File: src/rtl/measure_clock_period_pkg.sv
// Shared types and helpers for the clock-period monitor.
// State encoding and the all-ones constant used for saturation and min-register reset.
package measure_clock_period_pkg;

  typedef enum logic [1:0] {
    INIT = 2'd0,
    ACQ  = 2'd1,
    MEAS = 2'd2
  } state_e;

  // All-ones value of width w, used as W'(ones_w(W)) by the parameterised modules.
  function automatic logic [63:0] ones_w(input int unsigned w);
    logic [63:0] r;
    if (w >= 64) r = '1;
    else         r = (64'd1 << w) - 64'd1;
    return r;
  endfunction

endpackage

File: src/rtl/measure_clock_period_if.sv
// Sample/clear inputs and measurement results of the clock-period monitor.
// The bench drives the master side; the monitor sits on the slave side.
interface measure_clock_period_if #(
  parameter int unsigned W     = 8,
  parameter int unsigned CNT_W = 16
);
  logic             i_sample;
  logic             i_clear;
  logic             o_valid;
  logic [W-1:0]     o_periodHi;
  logic [W-1:0]     o_periodLo;
  logic [W-1:0]     o_minHi;
  logic [W-1:0]     o_maxHi;
  logic [W-1:0]     o_minLo;
  logic [W-1:0]     o_maxLo;
  logic [CNT_W-1:0] o_nPeriods;
  logic             o_stuck;
  logic             o_overflow;

  modport master (
    output i_sample, i_clear,
    input  o_valid, o_periodHi, o_periodLo, o_minHi, o_maxHi,
           o_minLo, o_maxLo, o_nPeriods, o_stuck, o_overflow
  );

  modport slave (
    input  i_sample, i_clear,
    output o_valid, o_periodHi, o_periodLo, o_minHi, o_maxHi,
           o_minLo, o_maxLo, o_nPeriods, o_stuck, o_overflow
  );
endinterface

File: src/rtl/measure_clock_minmax.sv
// Last/min/max tracker for one phase polarity; updates only on the record strobe.
// Min resets to all-ones and max to zero, so the first recorded value sets both.
module measure_clock_minmax
  import measure_clock_period_pkg::*;
#(
  parameter int unsigned W = 8
) (
  input  logic         clk_i,
  input  logic         rst_n_i,
  input  logic         clear_i,
  input  logic         rec_i,
  input  logic [W-1:0] val_i,
  output logic [W-1:0] last_o,
  output logic [W-1:0] min_o,
  output logic [W-1:0] max_o
);

  localparam logic [W-1:0] MIN_RST = W'(ones_w(W));

  logic [W-1:0] last_q, last_d;
  logic [W-1:0] min_q, min_d;
  logic [W-1:0] max_q, max_d;

  always_comb begin
    last_d = last_q;
    min_d  = min_q;
    max_d  = max_q;
    if (clear_i) begin
      last_d = '0;
      min_d  = MIN_RST;
      max_d  = '0;
    end else if (rec_i) begin
      last_d = val_i;
      if (val_i < min_q) min_d = val_i;
      if (val_i > max_q) max_d = val_i;
    end
  end

  always_ff @(posedge clk_i) begin
    if (!rst_n_i) begin
      last_q <= '0;
      min_q  <= MIN_RST;
      max_q  <= '0;
    end else begin
      last_q <= last_d;
      min_q  <= min_d;
      max_q  <= max_d;
    end
  end

  assign last_o = last_q;
  assign min_o  = min_q;
  assign max_o  = max_q;

endmodule

File: src/rtl/measure_clock_period.sv
// Measures high/low phase lengths of a clock sampled as data on the root clock.
// Lengths are reported as cycles-1; a full high-then-low period pulses o_valid.
//
//   state | meaning
//   INIT  | first cycle after reset, only captures s_q
//   ACQ   | waiting for first edge, partial phase discarded
//   MEAS  | recording every completed phase
module measure_clock_period
  import measure_clock_period_pkg::*;
#(
  parameter int unsigned W     = 8,
  parameter int unsigned CNT_W = 16
) (
  input  logic                  i_clk,
  input  logic                  i_rst_n,
  measure_clock_period_if.slave bus
);

  localparam logic [W-1:0]     RUN_MAX = W'(ones_w(W));
  localparam logic [CNT_W-1:0] CNT_MAX = CNT_W'(ones_w(CNT_W));

  state_e           state_q;
  logic             s_q;
  logic [W-1:0]     run_q, run_d;
  logic             hi_seen_q;
  logic             valid_q;
  logic [CNT_W-1:0] n_q;
  logic             stuck_q;
  logic             ovf_q;

  logic edge_det;
  logic run_sat;
  logic rec_hi;
  logic rec_lo;

  always_comb begin
    edge_det = (bus.i_sample != s_q) && ((state_q == ACQ) || (state_q == MEAS));
    run_sat  = (run_q == RUN_MAX);
    rec_hi   = !bus.i_clear && (state_q == MEAS) && edge_det && s_q;
    rec_lo   = !bus.i_clear && (state_q == MEAS) && edge_det && !s_q;
    run_d    = run_q;
    if (bus.i_clear || edge_det) run_d = '0;
    else if ((state_q != INIT) && !run_sat) run_d = run_q + 1'b1;
  end

  always_ff @(posedge i_clk) begin
    if (!i_rst_n) begin
      state_q   <= INIT;
      s_q       <= 1'b0;
      run_q     <= '0;
      hi_seen_q <= 1'b0;
      valid_q   <= 1'b0;
      n_q       <= '0;
      stuck_q   <= 1'b0;
      ovf_q     <= 1'b0;
    end else begin
      s_q     <= bus.i_sample;
      run_q   <= run_d;
      stuck_q <= (run_d == RUN_MAX);
      valid_q <= 1'b0;
      // Clear wins over a coincident edge, which is then simply lost.
      if (bus.i_clear) begin
        state_q   <= ACQ;
        hi_seen_q <= 1'b0;
        n_q       <= '0;
        ovf_q     <= 1'b0;
      end else begin
        case (state_q)
          INIT: state_q <= ACQ;
          ACQ: begin
            if (edge_det) state_q <= MEAS;
          end
          MEAS: begin
            if (edge_det) begin
              if (run_sat) ovf_q <= 1'b1;
              if (s_q) begin
                hi_seen_q <= 1'b1;
              end else if (hi_seen_q) begin
                valid_q <= 1'b1;
                if (n_q != CNT_MAX) n_q <= n_q + 1'b1;
              end
            end
          end
          default: state_q <= INIT;
        endcase
      end
    end
  end

  measure_clock_minmax #(.W(W)) u_hi (
    .clk_i   (i_clk),
    .rst_n_i (i_rst_n),
    .clear_i (bus.i_clear),
    .rec_i   (rec_hi),
    .val_i   (run_q),
    .last_o  (bus.o_periodHi),
    .min_o   (bus.o_minHi),
    .max_o   (bus.o_maxHi)
  );

  measure_clock_minmax #(.W(W)) u_lo (
    .clk_i   (i_clk),
    .rst_n_i (i_rst_n),
    .clear_i (bus.i_clear),
    .rec_i   (rec_lo),
    .val_i   (run_q),
    .last_o  (bus.o_periodLo),
    .min_o   (bus.o_minLo),
    .max_o   (bus.o_maxLo)
  );

  assign bus.o_valid    = valid_q;
  assign bus.o_nPeriods = n_q;
  assign bus.o_stuck    = stuck_q;
  assign bus.o_overflow = ovf_q;

endmodule

File: src/flat_wrapper.sv
// flat-port wrapper written by rule: the top's interface ports become plain ports
module measure_clock_period_flat import measure_clock_period_pkg::*;
#(
  parameter int unsigned W     = 8,
  parameter int unsigned CNT_W = 16
)
  (i_clk, i_rst_n, bus_i_sample, bus_i_clear, bus_o_valid, bus_o_periodHi, bus_o_periodLo, bus_o_minHi, bus_o_maxHi, bus_o_minLo, bus_o_maxLo, bus_o_nPeriods, bus_o_stuck, bus_o_overflow);
  measure_clock_period_if #(.W(W), .CNT_W(CNT_W)) bus_i ();
  input  logic i_clk;
  input  logic i_rst_n;
  input wire logic [$bits(bus_i.i_sample)-1:0] bus_i_sample;
  input wire logic [$bits(bus_i.i_clear)-1:0] bus_i_clear;
  output wire logic [$bits(bus_i.o_valid)-1:0] bus_o_valid;
  output wire logic [$bits(bus_i.o_periodHi)-1:0] bus_o_periodHi;
  output wire logic [$bits(bus_i.o_periodLo)-1:0] bus_o_periodLo;
  output wire logic [$bits(bus_i.o_minHi)-1:0] bus_o_minHi;
  output wire logic [$bits(bus_i.o_maxHi)-1:0] bus_o_maxHi;
  output wire logic [$bits(bus_i.o_minLo)-1:0] bus_o_minLo;
  output wire logic [$bits(bus_i.o_maxLo)-1:0] bus_o_maxLo;
  output wire logic [$bits(bus_i.o_nPeriods)-1:0] bus_o_nPeriods;
  output wire logic [$bits(bus_i.o_stuck)-1:0] bus_o_stuck;
  output wire logic [$bits(bus_i.o_overflow)-1:0] bus_o_overflow;
  assign bus_i.i_sample = bus_i_sample;
  assign bus_i.i_clear = bus_i_clear;
  assign bus_o_valid = bus_i.o_valid;
  assign bus_o_periodHi = bus_i.o_periodHi;
  assign bus_o_periodLo = bus_i.o_periodLo;
  assign bus_o_minHi = bus_i.o_minHi;
  assign bus_o_maxHi = bus_i.o_maxHi;
  assign bus_o_minLo = bus_i.o_minLo;
  assign bus_o_maxLo = bus_i.o_maxLo;
  assign bus_o_nPeriods = bus_i.o_nPeriods;
  assign bus_o_stuck = bus_i.o_stuck;
  assign bus_o_overflow = bus_i.o_overflow;
  measure_clock_period #(.W(W), .CNT_W(CNT_W)) u_core (.i_clk(i_clk), .i_rst_n(i_rst_n), .bus(bus_i));
endmodule
File: config.mk
export PLATFORM = sky130hd
export DESIGN_NAME = measure_clock_period_flat
export DESIGN_NICKNAME = d
export VERILOG_FILES = /design/src/rtl/measure_clock_period_pkg.sv /design/src/rtl/measure_clock_period_if.sv /design/src/rtl/measure_clock_minmax.sv /design/src/rtl/measure_clock_period.sv /design/src/flat_wrapper.sv
export SDC_FILE = /design/constraint.sdc
export NUM_CORES = 1
export LEC_CHECK = 0
export ABC_CLOCK_PERIOD_IN_PS = 2100
export BUFFER_PORTS_ARGS = -buffer_cell sky130_fd_sc_hd__buf_4
export CORE_ASPECT_RATIO = 0.7
export CORE_UTILIZATION = 56
export DETAILED_ROUTE_END_ITERATION = 7
export PLACE_DENSITY_LB_ADDON = 0.12
export SETUP_SLACK_MARGIN = 0.2
export SLEW_MARGIN = 30
export SYNTH_ARGS = -nofsm -noshare
export SYNTH_HDL_FRONTEND = slang
export SYNTH_SLANG_ARGS = --single-unit
File: constraint.sdc
create_clock -name i_clk -period 2.1 [get_ports i_clk]
set_input_delay 0.42 -clock i_clk [delete_from_list [all_inputs] [get_ports i_clk]]
set_output_delay 0.42 -clock i_clk [all_outputs]
set_load 0.1 [all_outputs]
After elaboration in Yosys (flattened, before gate mapping). Cells that the tools add are included.

Bits in registers: 79. Input bits: 4. Logic and storage cells: 64. Output and inout port bits: 67.

Equality and inequality tests: 9. Muxes and demuxes: 6. Order comparisons: 4. Add/subtract/negate cells: 2. Reduce and logical (&&, ||, !) cells: 24. Bitwise gates (word level): 4.

Operator list (number): 16-bit by 1-bit adder with 16-bit output, second input constant (1); 8-bit equality test, second input constant (2); 8-bit > comparator (2); 8-bit less-than comparator (2); 8-bit two-way mux (2); 16-bit != test, second input constant (1); 2-bit AND reduction (6); 8-bit by 1-bit adder with 8-bit output, second input constant (1); 1-bit logical AND (6); 2-bit one-hot mux with 3 select lines (1); 3-bit AND reduction (2); 5-bit AND reduction (1); 5-bit OR reduction (1); 1-bit inverter (4); 1-bit zero test (3); 3-bit by 2-bit != test with 1-bit output, second input constant (1); 2-bit by 1-bit equality test with 1-bit output, second input constant (1); 2-bit equality test, second input constant (1); 2-bit zero test (1); 1-bit logical OR (2); 1-bit two-way mux (2); 2-bit two-way mux (1); 2-bit by 1-bit != test with 1-bit output, second input constant (1); 2-bit != test, second input constant (1); other kinds (3) (3).

Longest topological paths before layout.
Word-level depth: 6. Gate-level depth with buffers: 9. Depth with buffers taken out: 7.

Cells and area by module. From an unflattened synthesis, not the netlist that was laid out.

Cells, all modules: 476. Area total of the unflattened synthesis: 4257.8 um2.

Modules (own cells, without submodules): measure_clock_minmax (seq. area each 480.5 um2, times used 2, area an instance 1323.8 um2, cells an instance 147); measure_clock_period (seq. area each 620.6 um2, times used 1, area an instance 1610.3 um2, cells an instance 182).

Worst setup path after synthesis. OpenSTA, ideal clock, no wires.

Path kind: register to register. Start: reg u_core.u_lo.min_q[1], in the netlist u_core.u_lo.min_o[1]. End: reg u_core.u_lo.min_q[0], in the netlist u_core.u_lo.min_o[0]. Slack: -0.520 ns. Buffers on the path: 0. Arrival: 2.548 ns. Data required time: 2.028 ns. Cell stages (with the launch flop): 7. Clock period less this slack: 2.620 ns. Library setup time: 0.072 ns. Cells stage by stage: dfxtp_1 -> inv_1 -> ha_1 -> a21o_1 -> a211o_1 -> a221oi_4 -> mux2i_1.

Word-level cells in the longest chain between the ends: 2.

RTL lines: start, declared (line measure_clock_minmax.sv:21) `logic [W-1:0] min_q, min_d;`; start signal, assigned (line measure_clock_minmax.sv:46) `min_q <= min_d;`; 8-bit less-than comparator (line measure_clock_minmax.sv:34) `if (val_i < min_q) min_d = val_i;`; 2-bit AND reduction (no line).

Every way passes these cells. A chain may end at the register's enable or synchronous reset.

Worst setup path after layout.
Start: reg u_core.run_q[0]. End: reg u_core.u_lo.min_q[6], in the netlist u_core.u_lo.min_o[6].

Word-level cells in the longest chain between the ends: 2.

RTL lines: start, declared (line measure_clock_period.sv:24) `logic [W-1:0] run_q, run_d;`; start signal, assigned (line measure_clock_period.sv:58) `run_q <= run_d;`; 8-bit less-than comparator (line measure_clock_minmax.sv:34); 2-bit AND reduction (no line).

Every way passes these cells.

==> results.toml <==
[synthesis]
ys.flop_type = "dfxtp_1"
netlist_area_um2 = 4110
postSynthNetCount = 494
seq_area_frac_synth_pct = 38.5
syn-mean-instance-area_um2 = 9.02
postSynthCellCount = 455
synth_warnings = 0
synthDistinctLibCells = 49
ys_ff_latch = 79
synth-async-reset-ratio_pct = 0
synth_edf_count = 0

[drt]
num_vias = 3809
ant_nets = 0
dr.pass1.iters = 5
postRouteWirelength_um = 11500
wl_per_cell_um = 17.5
drt_iter0_markers = 312
avgViaCountPerCell = 5.82
drc = 0

[power_and_ir_drop]
p_seq_share_pct = 49.6
power_frac_comb_pct = 5.5
intPower_uw = 2280
p_sw_share_pct = 23.7
ir_drop_mv = 0.400
leakage_uw = 0.00250
switching_power_uw = 706
pwr_density_cell_nw_per_um2 = 531
clockPowerShare_pct = 45.0

[clock_network]
hold_buffers = 0
clk_latency_ns = 0.36
cts_max_level = 3
cts_buffer_depth = 2
cts.sinks = 79
tritoncts = "done"
path_clk_slew_ns = 0.09
cts_root_buf = "clkbuf_8"
cts_buffers = 9

[grt]
use_met2_pct = 46.6
grt_overflow = 0
grt_pass1_wl_um = 17100
use_met1_pct = 38.1
grt_use_met3_pct = 5.68
grt_pass1_vias = 3448
antenna_found_initial = 0
gr-max-usage-layer = "met2"
grt_max_degree = 29
grtUsageTotal_pct = 28.7

[finish]
final_common_cell = "buf_4"
nets = 595
fillers = 436
syn2layout_area_growth_pct = 36.8
drive_gt1_share_pct = 39.6
num_antenna_cells = 0
final_cell_mix = "buf_4, nor2_1, mux2i_1, nand2_1, dfxtp_2"

[sta]
max_freq_ghz = 0.517
drv_slew = 0
final_hold_viol_count = 0
layout_setup_ws_ns = 0.167
tightest_slew_ns = 0.609
min_period_over_period_pct = 92.0
relSlewSlack_pct = 59.4
whs_ns = 0.323
post-route-min-period_ns = 1.93
final-setup-viol-count = 0
rsz0062_at_grt = "true"
finClkSkew_ns = 0.00892

[worst_setup_path]
start_kind = "flop"
worstPathArrival_ns = 2.21
required_ns = 2.38
critical_path_class = "flop to flop"
cp-end-kind = "flop"
cp_max_fo = 8

[placement]
gp_congestion = 0.897
hpwl_um = 7360
io_buffers = 70
pre_cts_ws_ns = -0.0593

[die]
start_util_pct = 59.4
die-area_um2 = 7680
rows = 25
core-area_um2 = 6910
die_w_um = 104
ioPinCount = 71
die_h_um = 73.6

[run]
drv_cap = 0

[outcome]
outcome = "finished clean"

[min_path]
hp-class = "input port to flop"
[routing by layer]
metal	share of wire, %	vias to the layer above	wire, um
met2	46	179	5300
li1	-	1784	-
met5	0	-	0
met3	6.9	34	788
met1	44	1812	5090
met4	2.7	0	307
[state kept, by name (all words and copies together), names as in the netlist, 2 cells and up]
| signal | count |
|---|---|
| u_core.u_hi.last_o | 8 |
| u_core.u_hi.min_o | 8 |
| u_core.state_q | 2 |
| u_core.u_hi.max_o | 8 |
| u_core.run_q | 8 |
| u_core.bus.o_nPeriods | 16 |
| u_core.u_lo.last_o | 8 |
| u_core.u_lo.min_o | 8 |
| u_core.u_lo.max_o | 8 |
[area by class of cell]
type                    count  area, um^2  area share, %
multi-input cells         322        2520           44.9
flip-flops and latches     79        1710           30.5
repair buffers            111         888           15.8
clock buffers              12         188           3.34
inverters                  33         131           2.34
well taps                  94         118           2.09
clock inverters             4        56.3           1.00
[Yosys cell counts, types with 2 or more instances]
master	count	area, um^2
dfxtp_1	79	1580
nor2_1	66	248
mux2i_1	51	510
nand2_1	39	146
ha_1	35	438
inv_1	33	124
a21oi_1	14	70.1
clkbuf_1	14	52.6
xnor2_1	13	114
nand4_1	11	68.8
nor3_1	8	40.0
a211oi_1	7	52.6
and2_1	6	37.5
nand3_1	6	30.0
nand2b_1	5	31.3
o211ai_1	5	37.5
a21o_1	4	30.0
nor2b_1	4	25.0
o21ai_0	4	20.0
xor2_1	4	35.0
a41oi_1	3	26.3
and3_1	3	18.8
and4_1	3	26.3
buf_2	3	15.0
a211o_1	2	17.5
and4b_1	2	20.0
buf_1	2	7.51
buf_4	2	15.0
nand3b_1	2	15.0
nor4_1	2	12.5
nor4b_1	2	17.5
o211a_1	2	20.0
o21a_1	2	15.0
o221a_2	2	22.5
[worst max-delay path, stage by stage (launching register included)]
cell and delay, ns:
dfxtp_4 0.38, buf_6 0.13, nand2b_4 0.14, a21o_1 0.15, a211o_1 0.33, a221oi_4 0.30
buf_6 0.19, mux2i_1 0.23
[through the flow]
stage | instances | cell area, um^2 | utilization [%] | power (uW) | setup TNS [ns]
after detailed placement | 619 | 4970 | 71.9 | 1620 | -0.0683
after floorplan | 455 | 4250 | - | 1590 | 0
after CTS | 643 | 5360 | 77.6 | 2950 | 0
final | 655 | 5610 | 81.2 | 2980 | 0
after global routing | 655 | 5610 | 81.2 | 3060 | 0
after global placement | 619 | 4970 | 71.9 | 1620 | 0
[timing repair]
item	4_1_cts	5_1_grt
endpoints found under the setup margin	49	50
pin swaps	5	16
resized for setup	20	33
setup buffers	8	12
[power by group through the flow]
| stage | sequential, uW | combinational, uW | clock (uW) |
|---|---|---|---|
| 2_1_floorplan | 1510 | 78.3 | 0 |
| 3_3_place_gp | 1510 | 110 | 0 |
| 3_5_place_dp | 1510 | 110 | 0 |
| 4_1_cts | 1480 | 128 | 1350 |
| 5_1_grt | 1480 | 172 | 1400 |
| 6_report | 1480 | 163 | 1340 |
[final timing paths]
check	slack (ns)	startpoint	endpoint	depth (start not counted)
worst min-delay path	0.32	bus_i_sample	u_core.s_q	2
worst min register to register	0.48	u_core.u_lo.max_o[5]	u_core.u_lo.max_o[5]	2
worst max register to register	0.17	u_core.run_q[0]	u_core.u_lo.min_o[6]	7
worst max-delay path	0.17	u_core.run_q[0]	u_core.u_lo.min_o[6]	7
[logic make-up after synthesis]
family | count (synthesis) | synth area share (%)
and+or+nand+nor | 164 | 19.1
DFF | 79 | 38.5
AOI/OAI and AO/OA | 54 | 10.1
buffers and inverters | 54 | 5.21
muxes | 52 | 12.7
adders and majority gates | 35 | 10.7
xor gates and xnor gates | 17 | 3.63
(Power assumes the default switching activity.)
